===== config.mk =====
export PLATFORM = sky130hd
export DESIGN_NAME = id_ex_reg
export DESIGN_NICKNAME = d
export VERILOG_FILES = /design/src/rtl/id_ex_reg_pkg.sv /design/src/rtl/pipe_field_reg.sv /design/src/rtl/id_ex_reg.sv
export SDC_FILE = /design/constraint.sdc
export NUM_CORES = 1
export LEC_CHECK = 0
export ABC_AREA = 1
export CAP_MARGIN = 10
export CORE_ASPECT_RATIO = 1.5
export CORE_UTILIZATION = 42
export DETAILED_ROUTE_END_ITERATION = 10
export PLACE_DENSITY = 0.83
export SETUP_SLACK_MARGIN = 0.4
export SLEW_MARGIN = 10
export SYNTH_ARGS = -nofsm -noshare
export SYNTH_HDL_FRONTEND = slang
export SYNTH_SLANG_ARGS = --single-unit

===== constraint.sdc =====
create_clock -name clk -period 1.96 [get_ports clk]
set_input_delay 0.588 -clock clk [delete_from_list [all_inputs] [get_ports clk]]
set_output_delay 0.588 -clock clk [all_outputs]
set_load 0.05 [all_outputs]

===== src/rtl/id_ex_reg_pkg.sv =====
// Shared pipeline package: widths, ALU op classes and the ID/EX field bundles.
package id_ex_reg_pkg;

  localparam int XLEN    = 32;
  localparam int REGIDX  = 5;
  localparam int ALUOP_W = 2;

  localparam logic [15:0] BUBBLE_CNT_MAX = 16'hFFFF;

  typedef enum logic [ALUOP_W-1:0] {
    ALUOP_ADD    = 2'b00,
    ALUOP_BRANCH = 2'b01,
    ALUOP_RTYPE  = 2'b10,
    ALUOP_ITYPE  = 2'b11
  } aluop_e;

  // Everything in here is forced to zero when a bubble is inserted.
  typedef struct packed {
    logic   pc_to_reg_src;
    logic   branch_ctrl;
    logic   alusrc;
    logic   reg_write;
    logic   rdsrc;
    logic   mem_read;
    logic   mem_write;
    logic   mem_to_reg;
    aluop_e aluop;
    logic   valid;
  } ctrl_t;

  typedef struct packed {
    logic [XLEN-1:0]   pc;
    logic [XLEN-1:0]   rs1_data;
    logic [XLEN-1:0]   rs2_data;
    logic [XLEN-1:0]   imm;
    logic [REGIDX-1:0] rs1_addr;
    logic [REGIDX-1:0] rs2_addr;
    logic [REGIDX-1:0] rd_addr;
    logic [2:0]        funct3;
    logic              funct7b5;
  } dpath_t;

endpackage


===== src/rtl/pipe_field_reg.sv =====
// Generic pipeline field register: async clear, synchronous zero load, hold enable.
module pipe_field_reg #(
  parameter int W = 1
) (
  input  logic         clk,
  input  logic         rst_n,
  input  logic         i_en,
  input  logic         i_clr,
  input  logic [W-1:0] i_d,
  output logic [W-1:0] o_q
);

  logic [W-1:0] r_q;

  // Zero load wins over hold so a bubble can be inserted during a stall.
  always_ff @(posedge clk or negedge rst_n) begin
    if (!rst_n)
      r_q <= '0;
    else if (i_clr)
      r_q <= '0;
    else if (i_en)
      r_q <= i_d;
  end

  assign o_q = r_q;

endmodule


===== src/rtl/id_ex_reg.sv =====
// ID/EX pipeline register with stall hold, flush-to-bubble and a saturating bubble counter.
module id_ex_reg
  import id_ex_reg_pkg::*;
(
  input  logic              clk,
  input  logic              rst_n,
  input  logic              stall,
  input  logic              flush,
  input  logic              valid_in,
  input  logic              PCtoRegSrc_in,
  input  logic              branchCtrl_in,
  input  logic              alusrc_in,
  input  logic              regWrite_in,
  input  logic              rdsrc_in,
  input  logic              memRead_in,
  input  logic              memWrite_in,
  input  logic              memToReg_in,
  input  logic [ALUOP_W-1:0] aluop_in,
  input  logic [XLEN-1:0]   pc_in,
  input  logic [XLEN-1:0]   rs1_data_in,
  input  logic [XLEN-1:0]   rs2_data_in,
  input  logic [XLEN-1:0]   imm_in,
  input  logic [REGIDX-1:0] rs1_addr_in,
  input  logic [REGIDX-1:0] rs2_addr_in,
  input  logic [REGIDX-1:0] rd_addr_in,
  input  logic [2:0]        funct3_in,
  input  logic              funct7b5_in,
  output logic              valid_out,
  output logic              PCtoRegSrc_out,
  output logic              branchCtrl_out,
  output logic              alusrc_out,
  output logic              regWrite_out,
  output logic              rdsrc_out,
  output logic              memRead_out,
  output logic              memWrite_out,
  output logic              memToReg_out,
  output logic [ALUOP_W-1:0] aluop_out,
  output logic [XLEN-1:0]   pc_out,
  output logic [XLEN-1:0]   rs1_data_out,
  output logic [XLEN-1:0]   rs2_data_out,
  output logic [XLEN-1:0]   imm_out,
  output logic [REGIDX-1:0] rs1_addr_out,
  output logic [REGIDX-1:0] rs2_addr_out,
  output logic [REGIDX-1:0] rd_addr_out,
  output logic [2:0]        funct3_out,
  output logic              funct7b5_out,
  output logic [15:0]       bubble_cnt
);

  ctrl_t       w_ctrl_d;
  ctrl_t       w_ctrl_q;
  dpath_t      w_dp_d;
  dpath_t      w_dp_q;
  logic        w_load;
  logic [15:0] r_bubble_cnt;

  // A flush must still advance the datapath even while stalled.
  assign w_load = ~stall | flush;

  assign w_ctrl_d = '{
    pc_to_reg_src: PCtoRegSrc_in,
    branch_ctrl:   branchCtrl_in,
    alusrc:        alusrc_in,
    reg_write:     regWrite_in,
    rdsrc:         rdsrc_in,
    mem_read:      memRead_in,
    mem_write:     memWrite_in,
    mem_to_reg:    memToReg_in,
    aluop:         aluop_e'(aluop_in),
    valid:         valid_in
  };

  assign w_dp_d = '{
    pc:       pc_in,
    rs1_data: rs1_data_in,
    rs2_data: rs2_data_in,
    imm:      imm_in,
    rs1_addr: rs1_addr_in,
    rs2_addr: rs2_addr_in,
    rd_addr:  rd_addr_in,
    funct3:   funct3_in,
    funct7b5: funct7b5_in
  };

  pipe_field_reg #(.W($bits(ctrl_t))) u_ctrl_reg (
    .clk   (clk),
    .rst_n (rst_n),
    .i_en  (w_load),
    .i_clr (flush),
    .i_d   (w_ctrl_d),
    .o_q   (w_ctrl_q)
  );

  pipe_field_reg #(.W($bits(dpath_t))) u_dp_reg (
    .clk   (clk),
    .rst_n (rst_n),
    .i_en  (w_load),
    .i_clr (1'b0),
    .i_d   (w_dp_d),
    .o_q   (w_dp_q)
  );

  always_ff @(posedge clk or negedge rst_n) begin
    if (!rst_n)
      r_bubble_cnt <= '0;
    else if (flush && (r_bubble_cnt != BUBBLE_CNT_MAX))
      r_bubble_cnt <= r_bubble_cnt + 16'd1;
  end

  assign valid_out      = w_ctrl_q.valid;
  assign PCtoRegSrc_out = w_ctrl_q.pc_to_reg_src;
  assign branchCtrl_out = w_ctrl_q.branch_ctrl;
  assign alusrc_out     = w_ctrl_q.alusrc;
  assign regWrite_out   = w_ctrl_q.reg_write;
  assign rdsrc_out      = w_ctrl_q.rdsrc;
  assign memRead_out    = w_ctrl_q.mem_read;
  assign memWrite_out   = w_ctrl_q.mem_write;
  assign memToReg_out   = w_ctrl_q.mem_to_reg;
  assign aluop_out      = w_ctrl_q.aluop;
  assign pc_out         = w_dp_q.pc;
  assign rs1_data_out   = w_dp_q.rs1_data;
  assign rs2_data_out   = w_dp_q.rs2_data;
  assign imm_out        = w_dp_q.imm;
  assign rs1_addr_out   = w_dp_q.rs1_addr;
  assign rs2_addr_out   = w_dp_q.rs2_addr;
  assign rd_addr_out    = w_dp_q.rd_addr;
  assign funct3_out     = w_dp_q.funct3;
  assign funct7b5_out   = w_dp_q.funct7b5;
  assign bubble_cnt     = r_bubble_cnt;

endmodule


==> results.ini <==
[worst_setup_path]
critPathTopFamily = flip-flops
cp.buffers_inverters = 1
cpPeakStageDelay_ps = 430
cp_max_fo = 2
crit_chain = buf_6
cp-end-kind = output port
crit_arrival_ps = 1040
slowest_stage = dfrtp_1
critPathKind = flip-flop to output port
crit_start = u_dp_reg.o_q[48]$_DFFE_PN0P_
startpoint_type = flip-flop
r2r-start = bubble_cnt[1]$_DFFE_PN0P_
crit_required_ps = 1370

[placed_design]
dpl_worst_slack_ps = -140.5
hpwl_mm = 14.70
port_buffers = 335
place_congestion = 0.7791

[layout]
fillers = 925
final_nets = 1179
area_delta_synth_final_pct = 75.59
drive_gt1_frac = 0.5462
layout_common_cells = buf_6, dfrtp_1, clkdlybuf4s50_1
layout_commonest_cell = buf_6

[die]
ios = 336
die_area_um2 = 18670
die_y_um = 166.8
start_util = 0.4330
design.core.area_um2 = 17570
die_w_um = 111.9
fp-row-count = 59

[power]
power.density_nw_per_um2 = 852.9
vdd_drop_max_v = 0.0005776
p_leak_nw = 6.576

[clock_network]
cts_hold_buf = 0
htreeDepth = 4
numCtsBuffers = 17
cts.sinks = 174
worstSkewPairLatency_ps = 420
cts_tree = yes
cts_max_path_buffers = 2
cts-root-buf = clkbuf_16
path_clk_slew_ps = 80

[sta]
rsz0062_at_grt = true
finalSetupTns_ps = 0
maxSlewHeadroom = 0.6788
hold_violations = 0
min_period_ps = 1628
slew_violations = 0
worst_slew_pin_slew_ps = 481.9
min_period_over_period = 0.8305
finClkSkew_ps = 7.258
setup_violations = 0
worst_slack_ps = 332.3
max_freq_ghz = 0.6144

[global_routing]
grt_pass1_vias = 6301
antenna_found_initial = 1
grtUsageTotal = 0.2510
globalRouteOverflowTotal = 0
grt_pass1_wl_mm = 35.65
grt_max_degree = 43

[yosys]
syn_nets = 672
ys_types = 23
synth_area_per_cell_um2 = 14.95
synth_seq_area_share = 0.5724
yosysWarnings = 0
synth_area_um2 = 7607
synth_cells = 509
ys_seq_elements = 174

[route]
highest_layer = met4
drcViolationCount = 24
route.met3.wl_mm = 1.532
drtIter0Drc = 273
routed_via_density = 4.879
routedWlPerCell_um = 19.84
wl_met1_mm = 8.569
dr.pass1.iters = 8
antenna_left = 0
wl_met2_mm = 13.44
drt_wl_total_mm = 24.66
vias = 6064

[status]
violations = DRC
status = finished, violations left

[flow_run]
maxCapViolations = 0

[min_path]
hold_class = input pin to async pin

layer usage:
layer	vias up	global-route usage
met2	279	0.4569
met5	-	0
met4	0	0.1228
met1	2994	0.2709
met3	65	0.05713
li1	2726	-
layout make-up:
class                      count  area [um2]  share of cell area
multi-input combinational    300        2914              0.2182
timing repair buffer         509        5151              0.3856
antenna                        1       2.502           0.0001873
inverter                      14       55.05            0.004121
clock buffer                  17       425.4             0.03185
clock inverter                15       171.4             0.01283
sequential                   174        4372              0.3273
tap                          213       266.5             0.01995
Yosys cell counts, drive strengths merged:
cell	n	area, um2
mux2	147	2143
o21ai	17	85.08
nor2	43	196.4
nand4	5	37.53
dfrtp	174	4354
buf	18	321.6
ha	1	12.51
nand2	75	304.0
xnor2	5	43.79
xor2	2	17.52
inv	14	55.05
clkbuf	3	11.26
nand3	5	25.02
per-stage QoR:
| stage | utilization | hold slack [ps] | total power [mW] | instances | instance area [um2] |
|---|---|---|---|---|---|
| floorplan | - | 292.4 | 6.077 | 509 | 7630 |
| global placement | 0.6182 | 492.0 | 7.180 | 1062 | 10860 |
| detailed placement | 0.6182 | 493.8 | 7.226 | 1062 | 10860 |
| CTS | 0.7332 | 85.43 | 11.21 | 1184 | 12880 |
| global route | 0.7603 | 92.30 | 11.79 | 1243 | 13360 |
| finish | 0.7603 | 90.17 | 11.39 | 1243 | 13360 |
what timing repair did:
item,4_1_cts,5_1_grt
endpoints found under the setup margin,312,188
resized for setup,186,11
buffers inserted,87,58
pin swaps,1,5
cloned,3,0
state kept, by name (all words and copies together) (netlist names):
register and cells:
bubble_cnt 16, u_ctrl_reg.o_q 11, u_dp_reg.o_q 147
path summary, 6_finish.rpt:
check,slack [ps],endpoint,cells past startpoint
worst max-delay path,330,imm_out[29],1
worst min-delay path,90,u_dp_reg.o_q[76]$_DFFE_PN0P_,1
worst max register to register,440,bubble_cnt[9]$_DFFE_PN0P_,10
worst min register to register,540,u_dp_reg.o_q[144]$_DFFE_PN0P_,1
max in group asynchronous,1290,bubble_cnt[15]$_DFFE_PN0P_,2
min in group clk,540,u_dp_reg.o_q[144]$_DFFE_PN0P_,1
logic make-up after synthesis:
group                    share of synthesized area
multiplexers                                0.2817
flip-flops                                  0.5724
XOR/XNOR                                  0.008059
adder cells (fa/ha/maj)                   0.001644
buffers and inverters                      0.05099
AND/OR/NAND/NOR                            0.07401
AO/OA/AOI/OAI                              0.01118
report_power, final:
| part | total, mW | internal (mW) | switching (mW) |
|---|---|---|---|
| clock network | 3.44 | 1.82 | 1.62 |
| registers | 4.21 | 3.92 | 0.284 |
| logic | 3.75 | 1.78 | 1.96 |
Note: power is estimated with default switching activity, not from simulation.
